`config.mk`:
```
export PLATFORM = sky130hd
export DESIGN_NAME = bp_cce_dir_sharers_read_flat
export DESIGN_NICKNAME = d
export VERILOG_FILES = /design/src/rtl/bp_cce_dir_sharers_read_if.sv /design/src/rtl/bp_cce_dir_sharers_read.sv /design/src/flat_wrapper.sv
export SDC_FILE = /design/constraint.sdc
export NUM_CORES = 1
export LEC_CHECK = 0
export CORE_MARGIN = 4
export CORE_UTILIZATION = 38
export CTS_BUF_LIST = sky130_fd_sc_hd__clkbuf_4
export DETAILED_ROUTE_END_ITERATION = 12
export PLACE_DENSITY_LB_ADDON = 0.05
export RECOVER_POWER = 25
export SYNTH_ARGS = -nofsm -noshare
export SYNTH_HDL_FRONTEND = slang
export SYNTH_SLANG_ARGS = --single-unit
export TNS_END_PERCENT = 100
```
`constraint.sdc`:
```
create_clock -name clk_i -period 2.1 [get_ports clk_i]
set_input_delay 0.42 -clock clk_i [delete_from_list [all_inputs] [get_ports clk_i]]
set_output_delay 0.42 -clock clk_i [all_outputs]
set_load 0.01 [all_outputs]
```
`src/rtl/bp_cce_dir_sharers_read_if.sv`:
```
// Bus bundle for the directory sharers read-out engine: request handshake,
// directory RAM read port and the consolidated per-LCE sharers vectors.
interface bp_cce_dir_sharers_read_if #(
    parameter int num_lce_p        = 4,
    parameter int lce_assoc_p      = 8,
    parameter int tag_width_p      = 12,
    parameter int lces_per_row_p   = 2,
    parameter int row_addr_width_p = 8
) ();
    localparam int entry_width_lp = tag_width_p + 3;
    localparam int row_width_lp   = lces_per_row_p * lce_assoc_p * entry_width_lp;
    localparam int way_width_lp   = (lce_assoc_p > 1) ? $clog2(lce_assoc_p) : 1;

    logic                              start_v_i;
    logic                              ready_o;
    logic [tag_width_p-1:0]            tag_i;
    logic [row_addr_width_p-1:0]       row_base_i;
    logic                              ram_v_o;
    logic [row_addr_width_p-1:0]       ram_row_o;
    logic [row_width_lp-1:0]           ram_data_i;
    logic                              sharers_v_o;
    logic [num_lce_p-1:0]              sharers_hits_o;
    logic [num_lce_p*way_width_lp-1:0] sharers_ways_o;
    logic [num_lce_p*3-1:0]            sharers_coh_states_o;
    logic                              multi_hit_o;

    // Engine side
    modport slave (
        input  start_v_i, tag_i, row_base_i, ram_data_i,
        output ready_o, ram_v_o, ram_row_o, sharers_v_o,
               sharers_hits_o, sharers_ways_o, sharers_coh_states_o, multi_hit_o
    );

    // Requester / RAM side
    modport master (
        output start_v_i, tag_i, row_base_i, ram_data_i,
        input  ready_o, ram_v_o, ram_row_o, sharers_v_o,
               sharers_hits_o, sharers_ways_o, sharers_coh_states_o, multi_hit_o
    );
endinterface

```
`src/rtl/bp_cce_dir_sharers_read.sv`:
```
// Directory sharers read-out engine: walks the RAM rows of one way-group,
// compares every stored entry against the target tag and builds per-LCE
// hit / way / coherence-state vectors, then pulses sharers_v_o once.
module bp_cce_dir_sharers_read #(
    parameter int num_lce_p        = 4,
    parameter int lce_assoc_p      = 8,
    parameter int tag_width_p      = 12,
    parameter int lces_per_row_p   = 2,
    parameter int row_addr_width_p = 8
) (
    input  logic                       clk_i,
    input  logic                       reset_i,
    bp_cce_dir_sharers_read_if.slave   bus
);
    localparam int num_rows_lp    = num_lce_p / lces_per_row_p;
    localparam int entry_width_lp = tag_width_p + 3;
    localparam int way_width_lp   = (lce_assoc_p > 1) ? $clog2(lce_assoc_p) : 1;
    localparam int cnt_width_lp   = (num_rows_lp > 1) ? $clog2(num_rows_lp) : 1;
    localparam logic [cnt_width_lp-1:0] last_row_lp = cnt_width_lp'(num_rows_lp - 1);

    localparam logic [1:0] e_ready = 2'd0;
    localparam logic [1:0] e_read  = 2'd1;
    localparam logic [1:0] e_drain = 2'd2;
    localparam logic [1:0] e_done  = 2'd3;

    // True when two or more ways of one LCE set match the target
    function automatic logic multi_match(input logic [lce_assoc_p-1:0] m);
        logic seen;
        logic multi;
        seen  = 1'b0;
        multi = 1'b0;
        for (int w = 0; w < lce_assoc_p; w++) begin
            multi = multi | (seen & m[w]);
            seen  = seen | m[w];
        end
        return multi;
    endfunction

    logic [1:0]                        state_r;
    logic [tag_width_p-1:0]            tag_r;
    logic [row_addr_width_p-1:0]       base_r;
    logic [cnt_width_lp-1:0]           cnt_r;
    logic [cnt_width_lp-1:0]           next_cnt_s;
    logic                              ready_r;
    logic                              ram_v_r;
    logic [row_addr_width_p-1:0]       ram_row_r;
    logic                              sharers_v_r;
    logic                              data_v_r;
    logic [cnt_width_lp-1:0]           data_row_r;
    logic [num_lce_p-1:0]              hits_r;
    logic [num_lce_p*way_width_lp-1:0] ways_r;
    logic [num_lce_p*3-1:0]            states_r;
    logic                              multi_r;
    logic                              accept_s;

    logic [lces_per_row_p-1:0][lce_assoc_p-1:0][entry_width_lp-1:0] row_entries_s;
    logic [lces_per_row_p-1:0][lce_assoc_p-1:0]                     match_s;
    logic [lces_per_row_p-1:0]                                      row_hit_s;
    logic [lces_per_row_p-1:0][way_width_lp-1:0]                    row_way_s;
    logic [lces_per_row_p-1:0][2:0]                                 row_state_s;
    logic                                                           row_multi_s;

    assign row_entries_s = bus.ram_data_i;
    assign next_cnt_s    = cnt_r + cnt_width_lp'(1);
    assign accept_s      = (state_r == e_ready) && bus.start_v_i;

    // Decode the returned row: per-LCE hit, lowest matching way and its state
    always_comb begin
        match_s     = '0;
        row_hit_s   = '0;
        row_way_s   = '0;
        row_state_s = '0;
        row_multi_s = 1'b0;
        for (int l = 0; l < lces_per_row_p; l++) begin
            for (int w = 0; w < lce_assoc_p; w++) begin
                match_s[l][w] = (row_entries_s[l][w][tag_width_p-1:0] == tag_r)
                             && (row_entries_s[l][w][entry_width_lp-1 -: 3] != 3'd0);
            end
        end
        for (int l = 0; l < lces_per_row_p; l++) begin
            row_hit_s[l] = |match_s[l];
            row_multi_s  = row_multi_s | multi_match(match_s[l]);
            // Scan high to low so the lowest matching way wins
            for (int w = lce_assoc_p - 1; w >= 0; w--) begin
                row_way_s[l]   = match_s[l][w] ? way_width_lp'(w) : row_way_s[l];
                row_state_s[l] = match_s[l][w] ? row_entries_s[l][w][entry_width_lp-1 -: 3]
                                               : row_state_s[l];
            end
        end
    end

    // Control FSM: accept request, issue row reads, drain last read, strobe done
    always_ff @(posedge clk_i) begin
        if (reset_i) begin
            state_r     <= e_ready;
            tag_r       <= '0;
            base_r      <= '0;
            cnt_r       <= '0;
            ready_r     <= 1'b1;
            ram_v_r     <= 1'b0;
            ram_row_r   <= '0;
            sharers_v_r <= 1'b0;
            data_v_r    <= 1'b0;
            data_row_r  <= '0;
        end else begin
            data_v_r   <= ram_v_r;
            data_row_r <= cnt_r;
            case (state_r)
                e_ready: begin
                    if (accept_s) begin
                        tag_r     <= bus.tag_i;
                        base_r    <= bus.row_base_i;
                        cnt_r     <= '0;
                        ready_r   <= 1'b0;
                        ram_v_r   <= 1'b1;
                        ram_row_r <= bus.row_base_i;
                        state_r   <= e_read;
                    end
                end
                e_read: begin
                    cnt_r <= next_cnt_s;
                    if (cnt_r == last_row_lp) begin
                        ram_v_r   <= 1'b0;
                        ram_row_r <= '0;
                        state_r   <= e_drain;
                    end else begin
                        ram_row_r <= base_r + row_addr_width_p'(next_cnt_s);
                    end
                end
                e_drain: begin
                    sharers_v_r <= 1'b1;
                    state_r     <= e_done;
                end
                e_done: begin
                    sharers_v_r <= 1'b0;
                    ready_r     <= 1'b1;
                    state_r     <= e_ready;
                end
                default: begin
                    ready_r     <= 1'b1;
                    ram_v_r     <= 1'b0;
                    ram_row_r   <= '0;
                    sharers_v_r <= 1'b0;
                    state_r     <= e_ready;
                end
            endcase
        end
    end

    // Sharers vectors: cleared on accept, filled as each row's data returns
    always_ff @(posedge clk_i) begin
        if (reset_i) begin
            hits_r   <= '0;
            ways_r   <= '0;
            states_r <= '0;
            multi_r  <= 1'b0;
        end else if (accept_s) begin
            hits_r   <= '0;
            ways_r   <= '0;
            states_r <= '0;
            multi_r  <= 1'b0;
        end else if (data_v_r) begin
            for (int i = 0; i < num_lce_p; i++) begin
                if ((i / lces_per_row_p) == int'(data_row_r)) begin
                    hits_r[i]                               <= row_hit_s[i % lces_per_row_p];
                    ways_r[i*way_width_lp +: way_width_lp]  <= row_way_s[i % lces_per_row_p];
                    states_r[i*3 +: 3]                      <= row_state_s[i % lces_per_row_p];
                end
            end
            multi_r <= multi_r | row_multi_s;
        end
    end

    assign bus.ready_o              = ready_r;
    assign bus.ram_v_o              = ram_v_r;
    assign bus.ram_row_o            = ram_row_r;
    assign bus.sharers_v_o          = sharers_v_r;
    assign bus.sharers_hits_o       = hits_r;
    assign bus.sharers_ways_o       = ways_r;
    assign bus.sharers_coh_states_o = states_r;
    assign bus.multi_hit_o          = multi_r;
endmodule
```
`src/flat_wrapper.sv`:
```
// flat-port wrapper written by rule: the top's interface ports become plain ports
module bp_cce_dir_sharers_read_flat 
#(
    parameter int num_lce_p        = 4,
    parameter int lce_assoc_p      = 8,
    parameter int tag_width_p      = 12,
    parameter int lces_per_row_p   = 2,
    parameter int row_addr_width_p = 8
)
  (clk_i, reset_i, bus_start_v_i, bus_tag_i, bus_row_base_i, bus_ram_data_i, bus_ready_o, bus_ram_v_o, bus_ram_row_o, bus_sharers_v_o, bus_sharers_hits_o, bus_sharers_ways_o, bus_sharers_coh_states_o, bus_multi_hit_o);
  bp_cce_dir_sharers_read_if #(.num_lce_p(num_lce_p), .lce_assoc_p(lce_assoc_p), .tag_width_p(tag_width_p), .lces_per_row_p(lces_per_row_p), .row_addr_width_p(row_addr_width_p)) bus_i ();
  input  logic clk_i;
  input  logic reset_i;
  input wire logic [$bits(bus_i.start_v_i)-1:0] bus_start_v_i;
  input wire logic [$bits(bus_i.tag_i)-1:0] bus_tag_i;
  input wire logic [$bits(bus_i.row_base_i)-1:0] bus_row_base_i;
  input wire logic [$bits(bus_i.ram_data_i)-1:0] bus_ram_data_i;
  output wire logic [$bits(bus_i.ready_o)-1:0] bus_ready_o;
  output wire logic [$bits(bus_i.ram_v_o)-1:0] bus_ram_v_o;
  output wire logic [$bits(bus_i.ram_row_o)-1:0] bus_ram_row_o;
  output wire logic [$bits(bus_i.sharers_v_o)-1:0] bus_sharers_v_o;
  output wire logic [$bits(bus_i.sharers_hits_o)-1:0] bus_sharers_hits_o;
  output wire logic [$bits(bus_i.sharers_ways_o)-1:0] bus_sharers_ways_o;
  output wire logic [$bits(bus_i.sharers_coh_states_o)-1:0] bus_sharers_coh_states_o;
  output wire logic [$bits(bus_i.multi_hit_o)-1:0] bus_multi_hit_o;
  assign bus_i.start_v_i = bus_start_v_i;
  assign bus_i.tag_i = bus_tag_i;
  assign bus_i.row_base_i = bus_row_base_i;
  assign bus_i.ram_data_i = bus_ram_data_i;
  assign bus_ready_o = bus_i.ready_o;
  assign bus_ram_v_o = bus_i.ram_v_o;
  assign bus_ram_row_o = bus_i.ram_row_o;
  assign bus_sharers_v_o = bus_i.sharers_v_o;
  assign bus_sharers_hits_o = bus_i.sharers_hits_o;
  assign bus_sharers_ways_o = bus_i.sharers_ways_o;
  assign bus_sharers_coh_states_o = bus_i.sharers_coh_states_o;
  assign bus_multi_hit_o = bus_i.multi_hit_o;
  bp_cce_dir_sharers_read #(.num_lce_p(num_lce_p), .lce_assoc_p(lce_assoc_p), .tag_width_p(tag_width_p), .lces_per_row_p(lces_per_row_p), .row_addr_width_p(row_addr_width_p)) u_core (.clk_i(clk_i), .reset_i(reset_i), .bus(bus_i));
endmodule
```
======== Yosys cells after proc, flatten, opt, wreduce, memory -nomap -nowiden ========
Index checks and enable logic that the tools add are counted.
operators by class
  multiplexer cells ....................... 45
  bitwise operators ....................... 41
  add/sub/neg operators ................... 2
  eq/ne operators ......................... 21
  reductions and logical operators ........ 47
operator list
  cell                                                  count
  equality test 12 bit                                  16
  2-to-1 mux 3 bit                                      32
  nonzero test 3 bit                                    16
  bitwise OR 1 bit                                      26
  logical AND 1 bit                                     17
  2-to-1 mux 8 bit                                      2
  case mux 8 bit (2 select lines)                       1
  OR reduction 8 bit                                    2
  AND 1 bit                                             14
  AND reduction 2 bit                                   6
  adder 8 x 1 -> 8 bit                                  1
  case mux 1 bit (2 select lines)                       4
  case mux 2 bit (4 select lines)                       1
  nonzero test 2 bit                                    3
  equality test 2 bit (second input constant)           2
  2-to-1 mux 2 bit                                      2
  != test 2 x 1 -> 1 bit (second input constant)        2
  2-to-1 mux 1 bit                                      3
  AND reduction 3 bit                                   1
  equality test 2 x 1 -> 1 bit (second input constant)  1
  logical NOT 2 bit                                     1
  OR reduction 2 bit                                    1
  adder 1 bit (second input constant)                   1
  NOT 1 bit                                             1
word-level totals
  input bits .............................. 263
  output and inout port bits .............. 40
  flip-flop bits (word level) ............. 65

======== Longest topological paths before layout ========
Gate-level depths: netlist of run 1.
  depth after elaboration ................. 12
  mapped depth ............................ 10
  gate-level depth less buffers ........... 8

======== Least setup slack after synthesis of run 1 ========
Ideal clock, no wire load.
  kind .................................... reg-to-reg
  start ................................... register u_core.tag_r[4]
  end ..................................... register u_core.states_r[11] (netlist: u_core.bus.sharers_coh_states_o[11])
  arrival ................................. 2123 ps
  clock period less this slack ............ 2253 ps
  stages on the path, launching flop included .. 10
  data required time ...................... 1970 ps
  setup slack ............................. -153 ps
  library setup time ...................... 130 ps
  path through ............................ dfxtp_1 -> buf_2 -> buf_2 -> xor2_1 -> nor4_1 -> nand4_1 -> nor3b_1 -> nor3_1 -> a221oi_1 -> o21ai_0
between the ends
  longest elaborated chain between the ends .. 10
  elaborated cells between the ends (all ways) .. 24
  those cells by class .................... eq/ne (8); mux (8); reduce/logical (8)
RTL lines
  item                            RTL line                        RTL
  start: declaration              bp_cce_dir_sharers_read.sv:40   logic [tag_width_p-1:0] tag_r;
  start signal: assignment        bp_cce_dir_sharers_read.sv:111  tag_r <= bus.tag_i;
  equality test 12 bit            bp_cce_dir_sharers_read.sv:76   match_s[l][w] = (row_entries_s[l][w][tag_width_p-1:0] == tag_r)
  logical AND 1 bit               bp_cce_dir_sharers_read.sv:77   && (row_entries_s[l][w][entry_width_lp-1 -: 3] != 3'd0);
  2-to-1 mux 3 bit (7 in a row)   bp_cce_dir_sharers_read.sv:86   row_state_s[l] = match_s[l][w] ? row_entries_s[l][w][entry_width_lp-1 -: 3]
  2-to-1 mux 3 bit (*)            bp_cce_dir_sharers_read.sv:86
  end signal: indexed assignment  bp_cce_dir_sharers_read.sv:167  states_r[i*3 +: 3] <= row_state_s[i % lces_per_row_p];
  end: declaration                bp_cce_dir_sharers_read.sv:52   logic [num_lce_p*3-1:0] states_r;
Every way passes the cells marked *; elsewhere a longest branch is shown, timed or not.
A chain may end at the register's enable or synchronous reset.

======== Final worst setup path of run 1 ========
  start ................................... register u_core.tag_r[4]
  end ..................................... register u_core.states_r[2] (netlist: u_core.bus.sharers_coh_states_o[2])
Same word-level chain as after synthesis.

==> results.py, run 1 <==
metrics = {
    "min_path": {
        "worstHoldStart": "u_core.bus.sharers_ways_o[2]",
        "min_path_type": "reg -> reg",
    },
    "power": {
        "p_leak_nw": 4.72,
        "seq_power_share_pct": 23.2,
        "ir_drop_v": 0.000887,
        "p_sw_share_pct": 39.8,
        "total_power_mw": 7.08,
        "power_density_nw_per_um2": 598,
        "power.share.combinational_pct": 61.3,
        "p_int_mw": 4.26,
        "p_switching_mw": 2.82,
        "clockPowerShare_pct": 15.5,
    },
    "route": {
        "avgRoutedWirePerCell_um": 20.9,
        "first_pass_iters": 5,
        "vias_per_cell": 5.43,
        "wl_mm": 29.9,
        "ant_nets": 0,
        "dr_total_vias": 7773,
        "drt_iter0_drc": 656,
        "drc": 0,
    },
    "timing": {
        "fin_crit_ps": 2470,
        "slew_viol_final": 0,
        "fin_crit_sh_pct": 118,
        "tns_ps": -6560,
        "slew_headroom_pct": 41.2,
        "layout_setup_ws_ps": -369,
        "setup_viol": 29,
        "hold_viol_final": 0,
        "tightest_slew_ps": 882,
        "clock_skew_ps": 22.3,
        "fmax_mhz": 405,
        "rsz0062_at_grt": "true",
    },
    "worst_setup_path": {
        "path_cells": "buf_12, buf_8, xnor2_2, nand4_1, nor3_2, buf_4, nand3_2, a2111oi_4, o311ai_2, a21oi_1",
        "worstSetupPathType": "reg -> reg",
        "arrival_ps": 2840,
        "ff2ff_path_depth": 10,
        "startpoint": "u_core.tag_r[4]",
        "r2r-start": "u_core.tag_r[4]",
        "max_stage_delay_ps": 460,
        "r2r_slack_ps": -370,
        "cp_slowest_cell": "a2111oi_4",
        "worstSetupEndpointType": "flip-flop",
        "cp_top_family": "compound AO/OA/AOI/OAI gates",
        "crit_cells": 10,
        "crit_end": "u_core.bus.sharers_coh_states_o[2]",
        "cp_max_fo": 6,
        "path_buf_inv": 3,
        "worst_setup_path_start_kind": "flip-flop",
        "r2r-end": "u_core.bus.sharers_coh_states_o[2]",
        "cp.required_ps": 2470,
    },
    "floorplanning": {
        "die_h_um": 132,
        "initial_core_util_pct": 38.7,
        "die_area_sq_um": 17500,
        "die_w_um": 132,
        "ios": 303,
        "core-area_sq_um": 15200,
        "rows": 45,
    },
    "yosys": {
        "ys_ff_latch": 65,
        "avgSynthCellArea_sq_um": 7.51,
        "yosys_warnings": 0,
        "ys_async_sr_fraction_pct": 0,
        "synth_edf_count": 0,
        "synthCells": 783,
        "seq_area_frac_synth_pct": 22.1,
        "ys.flop_type": "dfxtp_1",
        "synth_area_sq_um": 5880,
        "synth_area_leaders": "dfxtp_1 (22%), xor2_1 (19%), xnor2_1 (10%)",
        "synth_fp_nets": 1051,
        "synth.top_cell.area_share_pct": 22.1,
        "yosysTopAreaCell": "dfxtp_1",
        "ys_types": 55,
    },
    "cells_and_area": {
        "drive_gt1_share_pct": 28.8,
        "final_cell_mix": "clkdlybuf4s50_1 (301), buf_4 (142), xor2_1 (119)",
        "fillers": 1084,
        "multiInputGateArea_sq_um": 5290,
        "regArea_sq_um": 1330,
        "area_growth_syn_to_layout_pct": 101,
        "nets": 1504,
        "final_common_cell": "clkdlybuf4s50_1",
    },
    "placement": {
        "hpwl_mm": 22.5,
        "port_buffers": 302,
        "gp_congestion": 0.951,
    },
    "status": {
        "outcome": "finished with violations",
        "violations": "setup timing",
    },
    "global_route": {
        "use_met2_pct": 58.1,
        "grt_overflow": 0,
        "first_global_vias": 7917,
        "grt_max_degree": 23,
        "grt.busiest_layer": "met2",
        "antenna_found_initial": 2,
        "grt_use_met3_pct": 7.63,
        "grt_pass1_wl_mm": 43.8,
        "grt_usage_pct": 31.8,
        "met1_usage_pct": 35.6,
    },
    "cts": {
        "cts_htree_levels": 3,
        "cts-root-buf": "clkbuf_4",
        "holdBufCountCts": 0,
        "clk_pin_slew_worst_paths_ps": 110,
        "cts_buffers": 9,
        "cts_buffer_depth": 2,
        "clkLatencyLatePin_ps": 450,
        "cts_sinks": 65,
        "cts_tree": "done",
    },
    "run": {
        "maxCapViolations": 0,
    },
}
-- logic make-up (layout without fill, tap and decap cells) --
logic type	Yosys count	in the layout	synth area share [%]
AO/OA/AOI/OAI	119	119	12.9
XOR/XNOR	198	198	29.5
multiplexers	2	2	0.362
flip-flops	65	65	22.1
AND/OR/NAND/NOR	337	337	29.2
other	0	2	0
buffers and inverters	55	513	4.51
adder cells (fa/ha/maj)	7	7	1.40
-- metal layers --
layer,vias up,share of wire (%)
met5,-,0
met4,0,4.3
met3,95,7.3
met2,369,51
met1,3624,38
li1,3685,-
-- cells in the mapped netlist, types with 2 or more instances --
master / number
a211oi_1: 6
o2111ai_1: 3
nand2b_1: 4
dfxtp_1: 65
o21ai_0: 13
xnor2_1: 70
buf_2: 16
nor4_1: 36
xor2_1: 128
and4_1: 9
nand2_1: 92
clkbuf_1: 16
nor3b_1: 3
nand4_1: 32
and2_1: 4
nor2_1: 64
or4_4: 3
or2_2: 3
and3_1: 2
nor3_1: 46
a21oi_1: 56
o311ai_1: 4
buf_4: 8
buf_1: 3
ha_1: 5
o211ai_1: 7
nand3_1: 21
nor4_4: 2
o311ai_0: 2
a22oi_1: 4
a2111oi_2: 2
nor2b_1: 5
a2111oi_1: 2
a221oi_1: 8
or3_1: 4
inv_1: 10
a31oi_1: 4
maj3_1: 2
or4_1: 3
-- worst min-delay path by stage --
| stage | to | slack, ps | cells past startpoint |
|---|---|---|---|
| after global routing | u_core.bus.sharers_ways_o[4] | 480 | 2 |
| after floorplan | u_core.base_r[0] | 450 | 2 |
| after global placement | u_core.bus.sharers_coh_states_o[4] | 440 | 2 |
| after CTS | u_core.bus.sharers_ways_o[2] | 460 | 2 |
| final | u_core.bus.sharers_ways_o[2] | 460 | 2 |
| after detailed placement | u_core.bus.sharers_ways_o[4] | 450 | 2 |
-- through the flow --
stage	cells	setup WS (ps)	area [sq um]	utilization (%)	hold WS, ps
CTS	1415	-260	11300	74.6	462
floorplan	783	-127	5990	-	445
global route	1431	-425	11800	77.9	482
finish	1431	-369	11800	77.9	459
detailed placement	1372	-800	10200	67.3	445
global placement	1372	-744	10200	67.3	437
-- power by group through the flow --
| stage | sequential, mW | clock (mW) | combinational (mW) |
|---|---|---|---|
| finish | 1.64 | 1.10 | 4.34 |
| global route | 1.67 | 1.17 | 4.64 |
| CTS | 1.63 | 1.12 | 4.07 |
| detailed placement | 1.63 | 0 | 3.71 |
| global placement | 1.62 | 0 | 3.68 |
| floorplan | 1.62 | 0 | 1.94 |
-- layout make-up --
type | count | share of cell area, %
multi-input cells | 663 | 44.7
inverters | 10 | 0.317
clock buffers | 9 | 0.571
diodes | 2 | 0.0423
flip-flops and latches | 65 | 11.2
clock inverters | 7 | 1.00
repair buffers | 487 | 40.1
well taps | 188 | 1.99
-- sequential cells by signal (all words and copies together) (netlist names) --
signal / cells
u_core.bus.sharers_v_o: 1
u_core.state_r: 2
u_core.bus.multi_hit_o: 1
u_core.bus.sharers_hits_o: 4
u_core.bus.ready_o: 1
u_core.bus.sharers_ways_o: 12
u_core.bus.ram_row_o: 8
u_core.bus.ram_v_o: 1
u_core.tag_r: 12
u_core.data_row_r: 1
u_core.cnt_r: 1
u_core.data_v_r: 1
u_core.bus.sharers_coh_states_o: 12
u_core.base_r: 8
-- repair_timing --
item | 4_1_cts | 5_1_grt
gates cloned | 2 | 1
setup endpoints to repair | 29 | 29
buffers inserted | 29 | 14
gates resized for setup | 142 | 73
hold endpoints to repair | 0 | 0
pin swaps | 93 | 53
-- worst min-delay path, delay by kind of cell, from the launching register on --
| kind | cells | cell delay (ps) |
|---|---|---|
| AND/OR/NAND/NOR | 1 | 50 |
| AO/OA/AOI/OAI | 1 | 50 |
| flip-flops | 1 | 320 |
Power figures use the tool's default switching activity.
==> run 2: changes to the inputs <==
--- a/config.mk
+++ b/config.mk
@@ -6,10 +6,10 @@
 export NUM_CORES = 1
 export LEC_CHECK = 0
 export CORE_MARGIN = 4
-export CORE_UTILIZATION = 38
+export CORE_UTILIZATION = 45
 export CTS_BUF_LIST = sky130_fd_sc_hd__clkbuf_4
 export DETAILED_ROUTE_END_ITERATION = 12
-export PLACE_DENSITY_LB_ADDON = 0.05
+export PLACE_DENSITY = 0.95
 export RECOVER_POWER = 25
 export SYNTH_ARGS = -nofsm -noshare
 export SYNTH_HDL_FRONTEND = slang
==> constraint.sdc (replaced) <==
create_clock -name clk_i -period 3.1 [get_ports clk_i]
set_input_delay 0.62 -clock clk_i [delete_from_list [all_inputs] [get_ports clk_i]]
set_output_delay 0.62 -clock clk_i [all_outputs]
set_load 0.01 [all_outputs]
==> results.py, run 2 (synthesis results as in run 1) <==
metrics = {
    "cells_and_area": {
        "nets": 1363,
        "drive_gt1_share_pct": 6.36,
        "final_cell_mix": "clkdlybuf4s50_1 (301), xor2_1 (128), nand2_1 (92)",
        "regArea_sq_um": 1300,
        "fillers": 1011,
        "final_common_cell": "clkdlybuf4s50_1",
        "multiInputGateArea_sq_um": 4310,
        "area_growth_syn_to_layout_pct": 59.4,
    },
    "placement": {
        "port_buffers": 302,
        "pre_cts_slack_ps": -29.0,
        "hpwl_mm": 22.4,
        "gp_congestion": 0.995,
    },
    "timing": {
        "setup_viol": 0,
        "fin_crit_sh_pct": 92.0,
        "tightest_slew_ps": 1500,
        "fmax_mhz": 351,
        "clock_skew_ps": 17.7,
        "fin_crit_ps": 2850,
        "rsz0062_at_grt": "false",
        "tns_ps": 0,
        "hold_viol_final": 0,
        "layout_setup_ws_ps": 248,
        "slew_headroom_pct": -0.333,
        "slew_viol_final": 35,
    },
    "worst_setup_path": {
        "cp_top_family": "compound AO/OA/AOI/OAI gates",
        "path_buf_inv": 1,
        "max_stage_delay_ps": 720,
        "arrival_ps": 3210,
        "cp_max_fo": 9,
        "cp_slowest_cell": "dfxtp_1",
        "worstSetupPathType": "reg -> reg",
        "worstSetupEndpointType": "flip-flop",
        "path_cells": "buf_4, xor2_1, nor4_1, and4_1, a211oi_1, a2111oi_2, o311ai_1, a21oi_1",
        "cp.required_ps": 3460,
        "worst_setup_path_start_kind": "flip-flop",
    },
    "cts": {
        "cts_buffers": 9,
        "cts-root-buf": "clkbuf_4",
        "cts_tree": "done",
        "post-cts-setup-buffer-count": 0,
        "clkLatencyLatePin_ps": 420,
        "cts_htree_levels": 3,
        "clk_pin_slew_worst_paths_ps": 120,
        "cts_buffer_depth": 2,
        "cts_sinks": 65,
    },
    "global_route": {
        "grt_max_degree": 36,
        "first_global_vias": 7601,
        "grt_usage_pct": 34.2,
        "grt_overflow": 0,
        "antenna_found_initial": 0,
        "grt_pass1_wl_mm": 39.7,
    },
    "floorplanning": {
        "core-area_sq_um": 12700,
        "die_h_um": 122,
        "ios": 303,
        "rows": 41,
        "die_area_sq_um": 15000,
        "die_w_um": 122,
        "initial_core_util_pct": 46.2,
    },
    "route": {
        "avgRoutedWirePerCell_um": 21.0,
        "wl_mm": 26.7,
        "first_pass_iters": 5,
        "ant_nets": 0,
        "drt_iter0_drc": 725,
        "vias_per_cell": 5.72,
        "dr_total_vias": 7281,
        "drc": 0,
    },
    "power": {
        "p_leak_nw": 3.64,
        "power_density_nw_per_um2": 420,
        "ir_drop_v": 0.000467,
        "total_power_mw": 3.94,
    },
    "min_path": {
        "min_path_type": "reg -> reg",
    },
    "status": {
        "outcome": "finished with violations",
        "violations": "capacitance limit, slew limit",
    },
    "run": {
        "maxCapViolations": 1,
    },
}
-- run 2: report_power, final --
part	total (mW)	internal, mW	switching, mW
Combinational	2.24	1.03	1.21
Sequential	1.12	0.976	0.147
Clock	0.578	0.244	0.334
Total	3.94	2.25	1.69
-- run 2: worst register-to-register path, delay by kind of cell, from the launching register on --
family | cells | cell delay, ps
AO/OA/AOI/OAI | 4 | 900
buffers and inverters | 1 | 330
flip-flops | 1 | 720
AND/OR/NAND/NOR | 2 | 740
XOR/XNOR | 1 | 110
-- run 2: what timing repair did --
item / 4_1_cts / 5_1_grt
hold buffers: 0 / 0
gates resized for setup: 0 / 1
setup endpoints to repair: 0 / 2
-- run 2: final timing paths --
path	start	end	slack (ps)	cells past startpoint
worst min-delay path	u_core.bus.sharers_ways_o[1]	u_core.bus.sharers_ways_o[1]	470	2
worst min register to register	u_core.bus.sharers_ways_o[1]	u_core.bus.sharers_ways_o[1]	470	2
worst max register to register	u_core.tag_r[8]	u_core.bus.sharers_coh_states_o[2]	250	8
worst max-delay path	u_core.tag_r[8]	u_core.bus.sharers_coh_states_o[2]	250	8
-- run 2: cell type report --
cell class	count	area share, %
clock buffers	9	0.721
diodes	1	0.0267
clock inverters	7	0.748
multi-input cells	663	46.0
flip-flops and latches	65	13.9
repair buffers	346	35.9
inverters	10	0.401
well taps	172	2.30
-- run 2: per-layer routing --
metal / part of all wire [%] / vias to the layer above / GRT usage [%]
li1: - / 3392 / -
met1: 37 / 3298 / 40.0
met2: 48 / 493 / 57.6
met3: 11 / 98 / 9.91
met4: 4.5 / 0 / 16.2
met5: 0 / - / 0
-- run 2: stage by stage --
stage,cells,hold slack (ps),util [%],area [sq um]
2_1_floorplan,783,445,-,5880
3_3_place_gp,1256,443,72.6,9230
3_5_place_dp,1256,451,72.6,9230
4_1_cts,1272,467,73.7,9370
5_1_grt,1272,483,73.6,9370
6_report,1273,469,73.7,9370
